--- config.mk ---
export PLATFORM = sky130hd
export DESIGN_NAME = uart_rx_param
export DESIGN_NICKNAME = d
export VERILOG_FILES = /design/src/rtl/uart_pkg.sv /design/src/rtl/uart_rx_sampler.sv /design/src/rtl/uart_rx_param.sv
export SDC_FILE = /design/constraint.sdc
export NUM_CORES = 1
export LEC_CHECK = 0
export ABC_CLOCK_PERIOD_IN_PS = 2600
export BUFFER_PORTS_ARGS = -buffer_cell sky130_fd_sc_hd__buf_4
export CORE_MARGIN = 2
export CORE_UTILIZATION = 45
export CTS_BUF_LIST = sky130_fd_sc_hd__clkbuf_16
export CTS_CLUSTER_DIAMETER = 40
export DETAILED_ROUTE_END_ITERATION = 10
export PLACE_DENSITY = 0.67
export SLEW_MARGIN = 20
export SYNTH_ARGS = -nofsm -noshare
export SYNTH_HDL_FRONTEND = slang
export SYNTH_SLANG_ARGS = --single-unit
--- constraint.sdc ---
create_clock -name CLK -period 2.6 [get_ports CLK]
set_input_delay 0.26 -clock CLK [delete_from_list [all_inputs] [get_ports CLK]]
set_output_delay 0.26 -clock CLK [all_outputs]
set_load 0.02 [all_outputs]
--- src/rtl/uart_pkg.sv ---
// Shared types and constants for the parametrised UART receiver.
package uart_pkg;

  typedef enum logic [2:0] {
    IDLE,
    START,
    DATA,
    PARITY,
    STOP1,
    STOP2
  } state_t;

  localparam logic PAR_EVEN     = 1'b0;
  localparam logic PAR_ODD      = 1'b1;
  localparam int   MIN_PRESCALE = 4;
  localparam int   MIN_DATA_LEN = 5;

  function automatic logic maj3(input logic a, input logic b, input logic c);
    return (a & b) | (a & c) | (b & c);
  endfunction

endpackage

--- src/rtl/uart_rx_sampler.sv ---
// RX input synchroniser, falling-edge detect, per-bit edge counter and
// 3-sample majority vote around the bit centre.
module uart_rx_sampler
  import uart_pkg::*;
#(
  parameter int PRESCALE_W  = 8,
  parameter int SYNC_STAGES = 2
) (
  input  logic                  CLK,
  input  logic                  RST,
  input  logic                  RX_IN,
  input  logic                  active,
  input  logic                  hold,
  input  logic                  start,
  input  logic [PRESCALE_W-1:0] ps,
  output logic                  rx_fall,
  output logic                  bit_val,
  output logic                  bit_strobe,
  output logic                  bit_end
);

  logic [SYNC_STAGES-1:0] sync_q;
  logic                   rx_s;
  logic                   rx_prev;
  logic                   s0;
  logic                   s1;
  logic [PRESCALE_W-1:0]  edge_cnt;
  logic [PRESCALE_W-1:0]  half;
  logic [PRESCALE_W-1:0]  last;

  assign rx_s       = sync_q[SYNC_STAGES-1];
  assign half       = ps >> 1;
  assign last       = ps - PRESCALE_W'(1);
  assign rx_fall    = rx_prev && !rx_s;
  assign bit_strobe = active && (edge_cnt == half + PRESCALE_W'(1));
  // While held after a break, bit_end marks one full bit time of idle-high line.
  assign bit_end    = (edge_cnt == last) && (active || (hold && rx_s));
  assign bit_val    = maj3(s0, s1, rx_s);

  always_ff @(posedge CLK) begin
    if (RST) begin
      sync_q   <= '1;
      rx_prev  <= 1'b1;
      edge_cnt <= '0;
      s0       <= 1'b0;
      s1       <= 1'b0;
    end else begin
      sync_q  <= {sync_q[SYNC_STAGES-2:0], RX_IN};
      rx_prev <= rx_s;
      // The edge cycle itself is count 0, so the first START cycle is count 1.
      if (active)
        edge_cnt <= bit_end ? '0 : edge_cnt + PRESCALE_W'(1);
      else if (hold)
        edge_cnt <= (rx_s && !bit_end) ? edge_cnt + PRESCALE_W'(1) : '0;
      else
        edge_cnt <= start ? PRESCALE_W'(1) : '0;
      if (active && (edge_cnt == half - PRESCALE_W'(1))) s0 <= rx_s;
      if (active && (edge_cnt == half)) s1 <= rx_s;
    end
  end

endmodule

--- src/rtl/uart_rx_param.sv ---
// Parametrised UART receiver: frame FSM, shift register, parity/stop checks,
// break detection and word commit on top of uart_rx_sampler.
//
//   state  | meaning
//   IDLE   | waiting for start edge (or for one idle bit time after a break)
//   START  | start bit, false start if its majority is 1
//   DATA   | shifting DATA_LEN bits LSB-first
//   PARITY | parity bit check
//   STOP1  | first stop bit, break decision
//   STOP2  | optional second stop bit
module uart_rx_param
  import uart_pkg::*;
#(
  parameter int MAX_DATA_W  = 9,
  parameter int PRESCALE_W  = 8,
  parameter int SYNC_STAGES = 2
) (
  input  logic                  CLK,
  input  logic                  RST,
  input  logic                  RX_IN,
  input  logic                  PAR_EN,
  input  logic                  PAR_TYP,
  input  logic                  STP2,
  input  logic [3:0]            DATA_LEN,
  input  logic [PRESCALE_W-1:0] prescale,
  output logic [MAX_DATA_W-1:0] P_DATA,
  output logic                  DATA_VLD,
  output logic                  PAR_ERR,
  output logic                  STP_ERR,
  output logic                  STR_ERR,
  output logic                  BRK_DET
);

  localparam logic [3:0] LEN_MIN = 4'(MIN_DATA_LEN);
  localparam logic [3:0] LEN_MAX = 4'(MAX_DATA_W);

  state_t                state, state_nx;
  logic                  par_en_q, par_typ_q, stp2_q;
  logic [3:0]            len_q, len_clamped, bit_idx, bits_done;
  logic [PRESCALE_W-1:0] ps_q;
  logic [MAX_DATA_W-1:0] shreg;
  logic                  armed, par_bad, par_bit, stp_bad, brk_seen;
  logic                  rx_fall, bit_val, bit_strobe, bit_end;
  logic                  start, frame_end, commit, brk_now;
  logic                  par_err_nx, stp_err_nx, str_err_nx, brk_nx;

  assign len_clamped = (DATA_LEN < LEN_MIN) ? LEN_MIN :
                       (DATA_LEN > LEN_MAX) ? LEN_MAX : DATA_LEN;
  assign start       = (state == IDLE) && armed && rx_fall &&
                       (prescale >= PRESCALE_W'(MIN_PRESCALE));
  // At small prescales the last strobe and the bit end share a cycle.
  assign bits_done   = bit_strobe ? bit_idx + 4'd1 : bit_idx;
  assign brk_now     = (shreg == '0) && (!par_en_q || !par_bit) && !bit_val;
  assign commit      = frame_end && !par_bad && !stp_bad && !stp_err_nx;

  uart_rx_sampler #(
    .PRESCALE_W (PRESCALE_W),
    .SYNC_STAGES(SYNC_STAGES)
  ) u_sampler (
    .CLK       (CLK),
    .RST       (RST),
    .RX_IN     (RX_IN),
    .active    (state != IDLE),
    .hold      ((state == IDLE) && !armed),
    .start     (start),
    .ps        (ps_q),
    .rx_fall   (rx_fall),
    .bit_val   (bit_val),
    .bit_strobe(bit_strobe),
    .bit_end   (bit_end)
  );

  always_comb begin
    state_nx   = state;
    par_err_nx = 1'b0;
    stp_err_nx = 1'b0;
    str_err_nx = 1'b0;
    brk_nx     = 1'b0;
    frame_end  = 1'b0;
    case (state)
      IDLE: if (start) state_nx = START;
      START: begin
        if (bit_strobe && bit_val) begin
          str_err_nx = 1'b1;
          state_nx   = IDLE;
        end else if (bit_end) begin
          state_nx = DATA;
        end
      end
      DATA: if (bit_end && (bits_done == len_q)) state_nx = par_en_q ? PARITY : STOP1;
      PARITY: begin
        if (bit_strobe) par_err_nx = bit_val != ((^shreg) ^ (par_typ_q == PAR_ODD));
        if (bit_end) state_nx = STOP1;
      end
      STOP1: begin
        if (bit_strobe) begin
          stp_err_nx = !bit_val;
          brk_nx     = brk_now;
          if (!stp2_q) begin
            state_nx  = IDLE;
            frame_end = 1'b1;
          end
        end
        if (stp2_q && bit_end) state_nx = STOP2;
      end
      STOP2: begin
        if (bit_strobe) begin
          stp_err_nx = !bit_val && !stp_bad;
          state_nx   = IDLE;
          frame_end  = 1'b1;
        end
      end
      default: state_nx = IDLE;
    endcase
  end

  always_ff @(posedge CLK) begin
    if (RST) begin
      state     <= IDLE;
      par_en_q  <= 1'b0;
      par_typ_q <= PAR_EVEN;
      stp2_q    <= 1'b0;
      len_q     <= '0;
      ps_q      <= '0;
      shreg     <= '0;
      bit_idx   <= '0;
      armed     <= 1'b1;
      par_bad   <= 1'b0;
      par_bit   <= 1'b0;
      stp_bad   <= 1'b0;
      brk_seen  <= 1'b0;
      P_DATA    <= '0;
      DATA_VLD  <= 1'b0;
      PAR_ERR   <= 1'b0;
      STP_ERR   <= 1'b0;
      STR_ERR   <= 1'b0;
      BRK_DET   <= 1'b0;
    end else begin
      state    <= state_nx;
      DATA_VLD <= commit;
      PAR_ERR  <= par_err_nx;
      STP_ERR  <= stp_err_nx;
      STR_ERR  <= str_err_nx;
      BRK_DET  <= brk_nx;
      if (commit) P_DATA <= shreg;
      if (start) begin
        par_en_q  <= PAR_EN;
        par_typ_q <= PAR_TYP;
        stp2_q    <= STP2;
        len_q     <= len_clamped;
        ps_q      <= prescale;
        shreg     <= '0;
        bit_idx   <= '0;
        par_bad   <= 1'b0;
        par_bit   <= 1'b0;
        stp_bad   <= 1'b0;
        brk_seen  <= 1'b0;
      end
      if ((state == DATA) && bit_strobe) begin
        shreg[bit_idx] <= bit_val;
        bit_idx        <= bit_idx + 4'd1;
      end
      if ((state == PARITY) && bit_strobe) par_bit <= bit_val;
      if (par_err_nx) par_bad <= 1'b1;
      if (stp_err_nx) stp_bad <= 1'b1;
      if (brk_nx) brk_seen <= 1'b1;
      // After a break the line must idle high for a full bit before re-arming.
      if (frame_end && (brk_seen || brk_nx)) armed <= 1'b0;
      else if ((state == IDLE) && !armed && bit_end) armed <= 1'b1;
    end
  end

endmodule

Word-level counts from Yosys, hierarchy flattened
Index checks and enable logic that the tools add are counted.

Memories kept: 0. Register bits after elaboration: 63. Latch bits: 0. ROM bits: 0. RAM bits: 0. Input bits: 18. Word-level logic and storage cells: 154. Output and inout port bits: 14.

Add/subtract/negate cells: 5. Div/mod/pow operators: 0. $lt $le $gt $ge: 5. Bitwise gates (word level): 7. Reduce and logical (&&, ||, !) cells: 49. Eq/ne operators: 18. Multipliers: 0. Shift operators: 0. Multiplexer cells: 46.

Operators with widths (count): $mux W8 (4); $mux W3 (10); $mux W9 (3); $logic_and A1 B1 Y1 (25); $eq A8 B8 Y1 (3); $mux W4 (5); $mux W1 (19); $pmux W3 S6 (1); $reduce_bool A2 Y1 (6); $bwmux W9 (1); $logic_not A1 Y1 (9); $logic_not A9 Y1 (1); $ne A3 B3 Y1 const B (3); $reduce_xor A9 Y1 (1); $add A7 B1 Y8 const B (1); $add A8 B1 Y8 const B (1); $eq A8 B7 Y1 (1); $ge A8 B3 Y1 const B (1); $sub A7 B1 Y8 const B (1); $sub A8 B1 Y8 const B (1); $reduce_and A7 Y1 (1); $eq A3 B2 Y1 const B (2); $eq A3 B3 Y1 const B (2); $ne A2 B2 Y1 const B (3); other kinds (19) (25).

Logic depth before layout (Yosys ltp)
Gate-level depths: netlist of run 1.

Depth in word-level cells: 10. Gate-level depth with buffers: 11. Mapped depth without buffers: 10.

Cells and area by module
Synthesis of run 1 repeated with hierarchy kept, for this count alone.

Cell total of the unflattened synthesis: 456. Area total of the unflattened synthesis: 3664.8 um^2.

Modules (own cells, without submodules): uart_rx_param (cells each 298, instances 1, area each 2392.3 um^2); uart_rx_sampler (cells each 158, instances 1, area each 1272.5 um^2).

Worst setup path before layout of run 1
OpenSTA, ideal clock, no wires.

Path type: register to register. Start point: register ps_q[1]. End point: register shreg[8]. Setup slack: -0.135 ns. Arrival: 2.665 ns. Cell stages (with the launch flop): 10. Required time: 2.530 ns. Path buffers: 1. Cells stage by stage: dfxtp_1 ha_1 nand3_1 or3_4 a2111oi_4 o211ai_4 or2_0 buf_2 or4_1 a21oi_1.

Cells in the longest elaborated chain, start to end: 5.

Ends and longest elaborated chain: from (decl) (line uart_rx_param.sv:40) `logic [PRESCALE_W-1:0] ps_q;`; from (signal assigned) (line uart_rx_param.sv:151) `ps_q <= prescale;`; $add A7 B1 Y8 (line uart_rx_sampler.sv:35) `assign bit_strobe = active && (edge_cnt == half + PRESCALE_W'(1));`; $eq A8 B8 Y1 (line uart_rx_sampler.sv:35); $logic_and A1 B1 Y1 (line uart_rx_sampler.sv:35); $logic_and A1 B1 Y1 (line uart_rx_param.sv:159) `if ((state == DATA) && bit_strobe) begin`; $mux W9 (line uart_rx_param.sv:159); to (signal, indexed assignment) (line uart_rx_param.sv:160) `shreg[bit_idx] <= bit_val;`; to (decl) (line uart_rx_param.sv:41) `logic [MAX_DATA_W-1:0] shreg;`.

No other way between the ends. A chain may end at the register's enable or synchronous reset.

Worst setup path in the final report of run 1
Start point: register ps_q[2]. End point: register state[1].

Cells in the longest elaborated chain, start to end: 8.

Ends and longest elaborated chain: $add A7 B1 Y8 (line uart_rx_sampler.sv:35); $eq A8 B8 Y1 (line uart_rx_sampler.sv:35); $logic_and A1 B1 Y1 (line uart_rx_sampler.sv:35); $mux W4 (line uart_rx_param.sv:52) `assign bits_done = bit_strobe ? bit_idx + 4'd1 : bit_idx;`; $eq A4 B4 Y1 (line uart_rx_param.sv:90) `DATA: if (bit_end && (bits_done == len_q)) state_nx = par_en_q ? PARITY : STOP1;`; $logic_and A1 B1 Y1 (line uart_rx_param.sv:90); $ne A2 B2 Y1 (no line); $reduce_and A7 Y1 (no line); to (signal assigned) (line uart_rx_param.sv:139) `state <= state_nx;`; to (decl) (line uart_rx_param.sv:37) `state_t state, state_nx;`.

Parallel ways exist; a longest one is shown, timed or not.

==> results of run 1 <==
-- layout make-up --
type	count	area (µm²)
Inverter	20	75.1
Fill cell	680	3170
Tap cell	102	128
Multi-Input combinational cell	335	2230
Clock inverter	7	65.1
Clock buffer	9	225
Sequential cell	63	1270
Timing Repair Buffer	71	557
-- cell families (layout without fill, tap and decap cells) --
logic type,after synthesis,count (layout),synth area share
XOR/XNOR,40,40,0.0978
buffers and inverters,50,107,0.0549
flip-flops,63,63,0.352
adder cells (fa/ha/maj),12,12,0.0419
AO/OA/AOI/OAI,79,79,0.145
multiplexers,14,14,0.0395
AND/OR/NAND/NOR,190,190,0.269
-- flip-flops by register name (all words and copies together), names as in the netlist, 2 cells and up --
name	cells
P_DATA	9
shreg	9
ps_q	8
u_sampler.edge_cnt	8
bit_idx	4
len_q	4
state	3
u_sampler.sync_q	2
-- what timing repair did --
item,in CTS,in global routing
setup endpoints to repair,14,16
buffers inserted,2,4
pin swaps,7,15
resized for setup,11,13
-- worst min path at each step --
stage | endpoint | slack, ns | cells after the start
floorplan | u_sampler.sync_q[0] | 0.36 | 1
global placement | u_sampler.sync_q[1] | 0.40 | 1
detailed placement | u_sampler.sync_q[1] | 0.40 | 1
CTS | u_sampler.sync_q[0] | 0.11 | 2
global route | u_sampler.sync_q[0] | 0.11 | 2
finish | u_sampler.sync_q[0] | 0.12 | 2
-- synthesized netlist by cell type, types with 4 or more instances --
master	n	share of area
sky130_fd_sc_hd__a31oi_1	6	0.010
sky130_fd_sc_hd__or2_2	5	0.0087
sky130_fd_sc_hd__a21oi_1	34	0.048
sky130_fd_sc_hd__nand4_1	5	0.0087
sky130_fd_sc_hd__or3_1	7	0.012
sky130_fd_sc_hd__xnor2_1	17	0.042
sky130_fd_sc_hd__nor2b_1	6	0.010
sky130_fd_sc_hd__xor2_1	23	0.056
sky130_fd_sc_hd__and4_1	4	0.0098
sky130_fd_sc_hd__and3_1	7	0.012
sky130_fd_sc_hd__o211ai_1	4	0.0084
sky130_fd_sc_hd__clkbuf_1	25	0.026
sky130_fd_sc_hd__ha_1	12	0.042
sky130_fd_sc_hd__nand3_1	30	0.042
sky130_fd_sc_hd__nor4_1	5	0.0087
sky130_fd_sc_hd__nor2_1	44	0.046
sky130_fd_sc_hd__nand2_1	46	0.048
sky130_fd_sc_hd__nor4b_1	4	0.0098
sky130_fd_sc_hd__dfxtp_1	63	0.35
sky130_fd_sc_hd__mux2i_1	13	0.036
sky130_fd_sc_hd__inv_1	20	0.021
sky130_fd_sc_hd__o21ai_0	10	0.014
sky130_fd_sc_hd__nor3_1	12	0.017
-- layer usage --
metal  GRT usage  up-vias
li1            -     1665
met2       0.348      104
met1       0.291     1594
met3      0.0556       10
met4      0.0613        0
met5           0        -
-- layout by cell type, fill, tap and decap left out, drive strengths merged, types with 2 or more instances in the layout --
cell type	netlist	layout
ha	12	12
o21ai	13	13
or3	8	8
xnor2	17	17
nor4	6	6
inv	20	21
dfxtp	63	63
and4	4	4
a31oi	6	6
nor3	12	12
nor2	44	44
o211ai	5	5
nor3b	2	2
nor4b	4	4
a21o	3	3
mux2i	13	13
nand4	5	5
o21bai	2	2
xor2	23	23
nand3	30	30
nand3b	2	2
or4	3	3
a21oi	34	34
and2	2	2
buf	4	71
a2111oi	2	2
o311ai	2	2
clkinv	0	4
or2	6	6
nor2b	6	6
clkbuf	26	9
nand2	46	46
and3	7	7
-- worst max-delay path: stages (launching register included) --
cell and delay (ns):
sky130_fd_sc_hd__dfxtp_4 0.37, sky130_fd_sc_hd__ha_4 0.15, sky130_fd_sc_hd__nand3_4 0.08, sky130_fd_sc_hd__or3_4 0.34
sky130_fd_sc_hd__a2111oi_4 0.39, sky130_fd_sc_hd__o211ai_4 0.18, sky130_fd_sc_hd__buf_6 0.16, sky130_fd_sc_hd__mux2i_2 0.17
sky130_fd_sc_hd__xor2_1 0.19, sky130_fd_sc_hd__a31oi_2 0.13, sky130_fd_sc_hd__o31a_1 0.28
-- power breakdown --
part	internal, mW	leakage [nW]	switching (mW)	total (mW)
combinational	0.302	1.13	0.393	0.696
clock	0.734	0.146	0.433	1.17
sequential	1.01	0.512	0.0412	1.05
total	2.05	1.79	0.867	2.91
==> flow_metrics.tcl, run 1 <==
set metrics [dict create \
    areaGrowthSynthToFinish_pct 27.2 \
    first_pass_iters 4 \
    synth_fp_nets 478 \
    post_synth.cell_area_avg_um2 7.99 \
    maximum_number_of_pins_on_one_net_before_global_route_repair 58 \
    cts_buffer_depth 2 \
    num_vias 3373 \
    maxcap_violations 0 \
    layout-drive-gt1-share 0.228 \
    clk_skew_ns 0.00450 \
    synthCells 448 \
    fin_ws_ns 0.0515 \
    hold-worst-slack_ns 0.117 \
    io-pin-count 32 \
    max_slew_headroom_at_the_worst_pin 0.611 \
    dieHeight_um 93.2 \
    gpl.final_weighted_congestion 0.918 \
    yosysWarnings 0 \
    cts_inserted_buffers 9 \
    number_of_clock_sinks 63 \
    timing.setup.critical_path_class "register to register" \
    top_layer "met4" \
    first_pass_grt_wire_length_um 15000 \
    critPathRequiredTime_ns 2.82 \
    critical_path_peak_fanout 6 \
    cts.clk_slew.worst_paths_ns 0.05 \
    gr-total-overflow 0 \
    via_per_inst 5.56 \
    hp-start "RX_IN" \
    timing.final.hold_violations 0 \
    dpl-instance-area_um2 4110 \
    die-area_um2 8690 \
    fin_crit_sh 0.980 \
    layout.core_utilization 0.589 \
    synth-seq-area-share 0.352 \
    grt.total_usage 0.218 \
    worstReg2RegStart "ps_q[2]" \
    tightestPinTransition_ns 0.584 \
    fp_rows 32 \
    post-place-cells 585 \
    worstSetupStartpointType "register" \
    max-vdd-ir-drop_uv 320 \
    post_layout_nonfiller_instances 607 \
    route.layer.met1.wl_um 4120 \
    core_area_um2 7730 \
    insertion_delay_ns 0.33 \
    cts.htree.levels 3 \
    ys_ff_latch 63 \
    setup.worst_path.end "state[1]" \
    prevailing_post_synth_register_cell "sky130_fd_sc_hd__dfxtp_1" \
    dp.final_hpwl_um 6240 \
    max_freq_mhz 392 \
    n_antenna_cell 0 \
    worst_setup_path_end_kind "register" \
    status "finished, final reports clean" \
    timing.reg2reg.worst_path_depth 10 \
    maxSlewViolCount 0 \
    final_antenna_net_count 0 \
    reg2reg_slack_ns 0.05 \
    powerDensity_nw_per_um2 640 \
    synth.cell_area_um2 3580 \
    critical_path_arrival_ns 2.77 \
    grt_pass1_vias 3154 \
    drt_iter0_markers 192 \
    post_cts_hold_buffer_count 0 \
    tns_ns 0 \
    port-buffer-count 31 \
    r2r-end "state[1]" \
    postRouteWirelength_um 8960 \
    die_w_um 93.2 \
    cp-startpoint "ps_q[2]" \
    rsz0062_at_grt "true" \
    start_util 0.463 \
    ys_types 56 \
    final_area_um2 4550 \
    hp-class "input pin to register" \
    power_mw 2.91 \
    detailroute.wirelength.met3_um 482 \
    leakagePower_nw 1.79 \
    final_period_minus_worst_setup_slack_ns 2.55 \
    total_number_of_nets_in_the_final_design 530 \
    synth-edff-count 0 \
    setup_violations 0 \
    wl_met2_um 4230 \
    drc_errors 0 \
    clk_root_buf "sky130_fd_sc_hd__clkbuf_16" \
    initial_antenna_violation_count 0 \
    detail_route.wl_per_cell_um 14.8 \
    dp_slack_ns -0.150 \
    clock_tree_from_tritoncts "yes" \
    asyncSetResetFlopFracSynth 0 \
]
No activity file was read; power rests on OpenSTA's default activity.
==> run 2: changes to the inputs <==
- GPL_ROUTABILITY_DRIVEN: unset -> 0
- PLACE_DENSITY: 0.67 -> 0.66
==> flow_metrics.tcl, run 2 (synthesis results as in run 1) <==
set metrics [dict create \
    status "finished, final reports clean" \
    insertion_delay_ns 0.33 \
    start_util 0.463 \
    cts.htree.levels 3 \
    cts.clk_slew.worst_paths_ns 0.05 \
    fp_rows 32 \
    detailroute.wirelength.met3_um 459 \
    critPathRequiredTime_ns 2.82 \
    dieHeight_um 93.2 \
    via_per_inst 5.61 \
    rsz0062_at_grt "true" \
    final_period_minus_worst_setup_slack_ns 2.60 \
    die-area_um2 8690 \
    core_area_um2 7730 \
    die_w_um 93.2 \
    grt.total_usage 0.229 \
    post-place-cells 584 \
    layout.core_utilization 0.592 \
    clk_skew_ns 0.00752 \
    critical_path_arrival_ns 2.81 \
    gr-total-overflow 0 \
    wl_met2_um 4370 \
    first_pass_iters 5 \
    cts_buffer_depth 2 \
    postRouteWirelength_um 9270 \
    timing.setup.critical_path_class "register to register" \
    top_layer "met4" \
    port-buffer-count 31 \
    layout.cells.most_common "sky130_fd_sc_hd__buf_4" \
    maxSlewViolCount 0 \
    num_vias 3398 \
    post_cts_hold_buffer_count 0 \
    reg2reg_slack_ns 0.004 \
    top_regs "P_DATA x9, shreg x9" \
    cts_inserted_buffers 9 \
    initial_antenna_violation_count 0 \
    max_slew_headroom_at_the_worst_pin 0.612 \
    io-pin-count 32 \
    final_antenna_net_count 0 \
    fill_cell_instance_count_of_the_final_layout 689 \
    max-vdd-ir-drop_uv 448 \
    powerDensity_nw_per_um2 624 \
    maximum_number_of_pins_on_one_net_before_global_route_repair 58 \
    dp.final_hpwl_um 6470 \
    maxcap_violations 0 \
    drc_errors 0 \
    first_pass_grt_wire_length_um 15700 \
    fin_crit_sh 0.999 \
    total_number_of_nets_in_the_final_design 529 \
    hp-class "input pin to register" \
    max_freq_mhz 385 \
    layout-drive-gt1-share 0.238 \
    number_of_clock_sinks 63 \
    route.layer.met1.wl_um 4160 \
    n_antenna_cell 0 \
    clk_root_buf "sky130_fd_sc_hd__clkbuf_16" \
    most-common-layout-cells "sky130_fd_sc_hd__buf_4, sky130_fd_sc_hd__dfxtp_1, sky130_fd_sc_hd__nand2_1" \
    clock_tree_from_tritoncts "yes" \
    worst_setup_path_end_kind "register" \
    tns_ns 0 \
    drt_iter0_markers 176 \
    tightestPinTransition_ns 0.579 \
    hold-worst-slack_ns 0.125 \
    detail_route.wl_per_cell_um 15.3 \
    setup_violations 0 \
    timing.final.hold_violations 0 \
    areaGrowthSynthToFinish_pct 27.8 \
    critical_path_peak_fanout 5 \
    worstSetupStartpointType "register" \
    post_layout_nonfiller_instances 606 \
    leakagePower_nw 1.78 \
    grt_pass1_vias 3311 \
]
==> run 2: cell types whose count changed in the layout (fill, tap and decap cells not counted), moves of 2 or more <==
| cell | delta |
|---|---|
| sky130_fd_sc_hd__buf_12 | +2 |
| sky130_fd_sc_hd__buf_4 | -2 |
| sky130_fd_sc_hd__mux2i_1 | -2 |
| sky130_fd_sc_hd__mux2i_2 | +2 |
| sky130_fd_sc_hd__nor4_4 | +2 |
| sky130_fd_sc_hd__o21ai_0 | -3 |
| sky130_fd_sc_hd__o21ai_1 | +3 |
==> run 2: worst max-delay path: stages, from the launching register on <==
cell	delay, ns
sky130_fd_sc_hd__dfxtp_4	0.37
sky130_fd_sc_hd__ha_4	0.14
sky130_fd_sc_hd__nand3_2	0.08
sky130_fd_sc_hd__or3_4	0.35
sky130_fd_sc_hd__a2111oi_4	0.38
sky130_fd_sc_hd__o211ai_4	0.16
sky130_fd_sc_hd__buf_6	0.16
sky130_fd_sc_hd__mux2i_2	0.19
sky130_fd_sc_hd__xor2_1	0.20
sky130_fd_sc_hd__a31oi_2	0.15
sky130_fd_sc_hd__o31a_1	0.29
==> run 2: stage by stage <==
step                      total power, mW  setup WS (ns)  instance area [µm²]
after global placement               1.71        -0.0335                 4130
after detailed placement             1.73         -0.165                 4130
after global routing                 3.00         -0.136                 4580
after floorplan                      1.50        -0.0168                 3600
after CTS                            2.83        -0.0385                 4480
final                                2.86        0.00358                 4580
==> run 2: what timing repair did <==
item	in CTS	in global routing
buffers inserted	6	0
gates resized for setup	10	25
setup endpoints to repair	20	26
pin swaps	11	20
==> run 2: cell type report <==
type | count | area (µm²) | area share
Clock buffer | 9 | 225 | 0.0492
Clock inverter | 7 | 41.3 | 0.00902
Inverter | 20 | 75.1 | 0.0164
Multi-Input combinational cell | 335 | 2270 | 0.497
Sequential cell | 63 | 1270 | 0.277
Tap cell | 102 | 128 | 0.0279
Timing Repair Buffer | 70 | 567 | 0.124
==> run 2: path summary, 6_finish.rpt <==
path | from | to | cells after the start
min reg2reg | u_sampler.sync_q[0] | u_sampler.sync_q[1] | 1
max | ps_q[2] | state[1] | 10
min | RX_IN | u_sampler.sync_q[0] | 2
max reg2reg | ps_q[2] | state[1] | 10
==> run 2: power by group <==
part	switching (mW)	total (mW)	internal (mW)
Sequential	0.0398	1.05	1.01
Clock	0.436	1.07	0.636
Combinational	0.419	0.733	0.315
==> run 2: metal layers <==
layer  vias to the layer above  global-route usage
met1                      1623               0.300
met2                        88               0.361
met3                        22              0.0403
li1                       1665                   -
met5                         -                   0
met4                         0               0.116
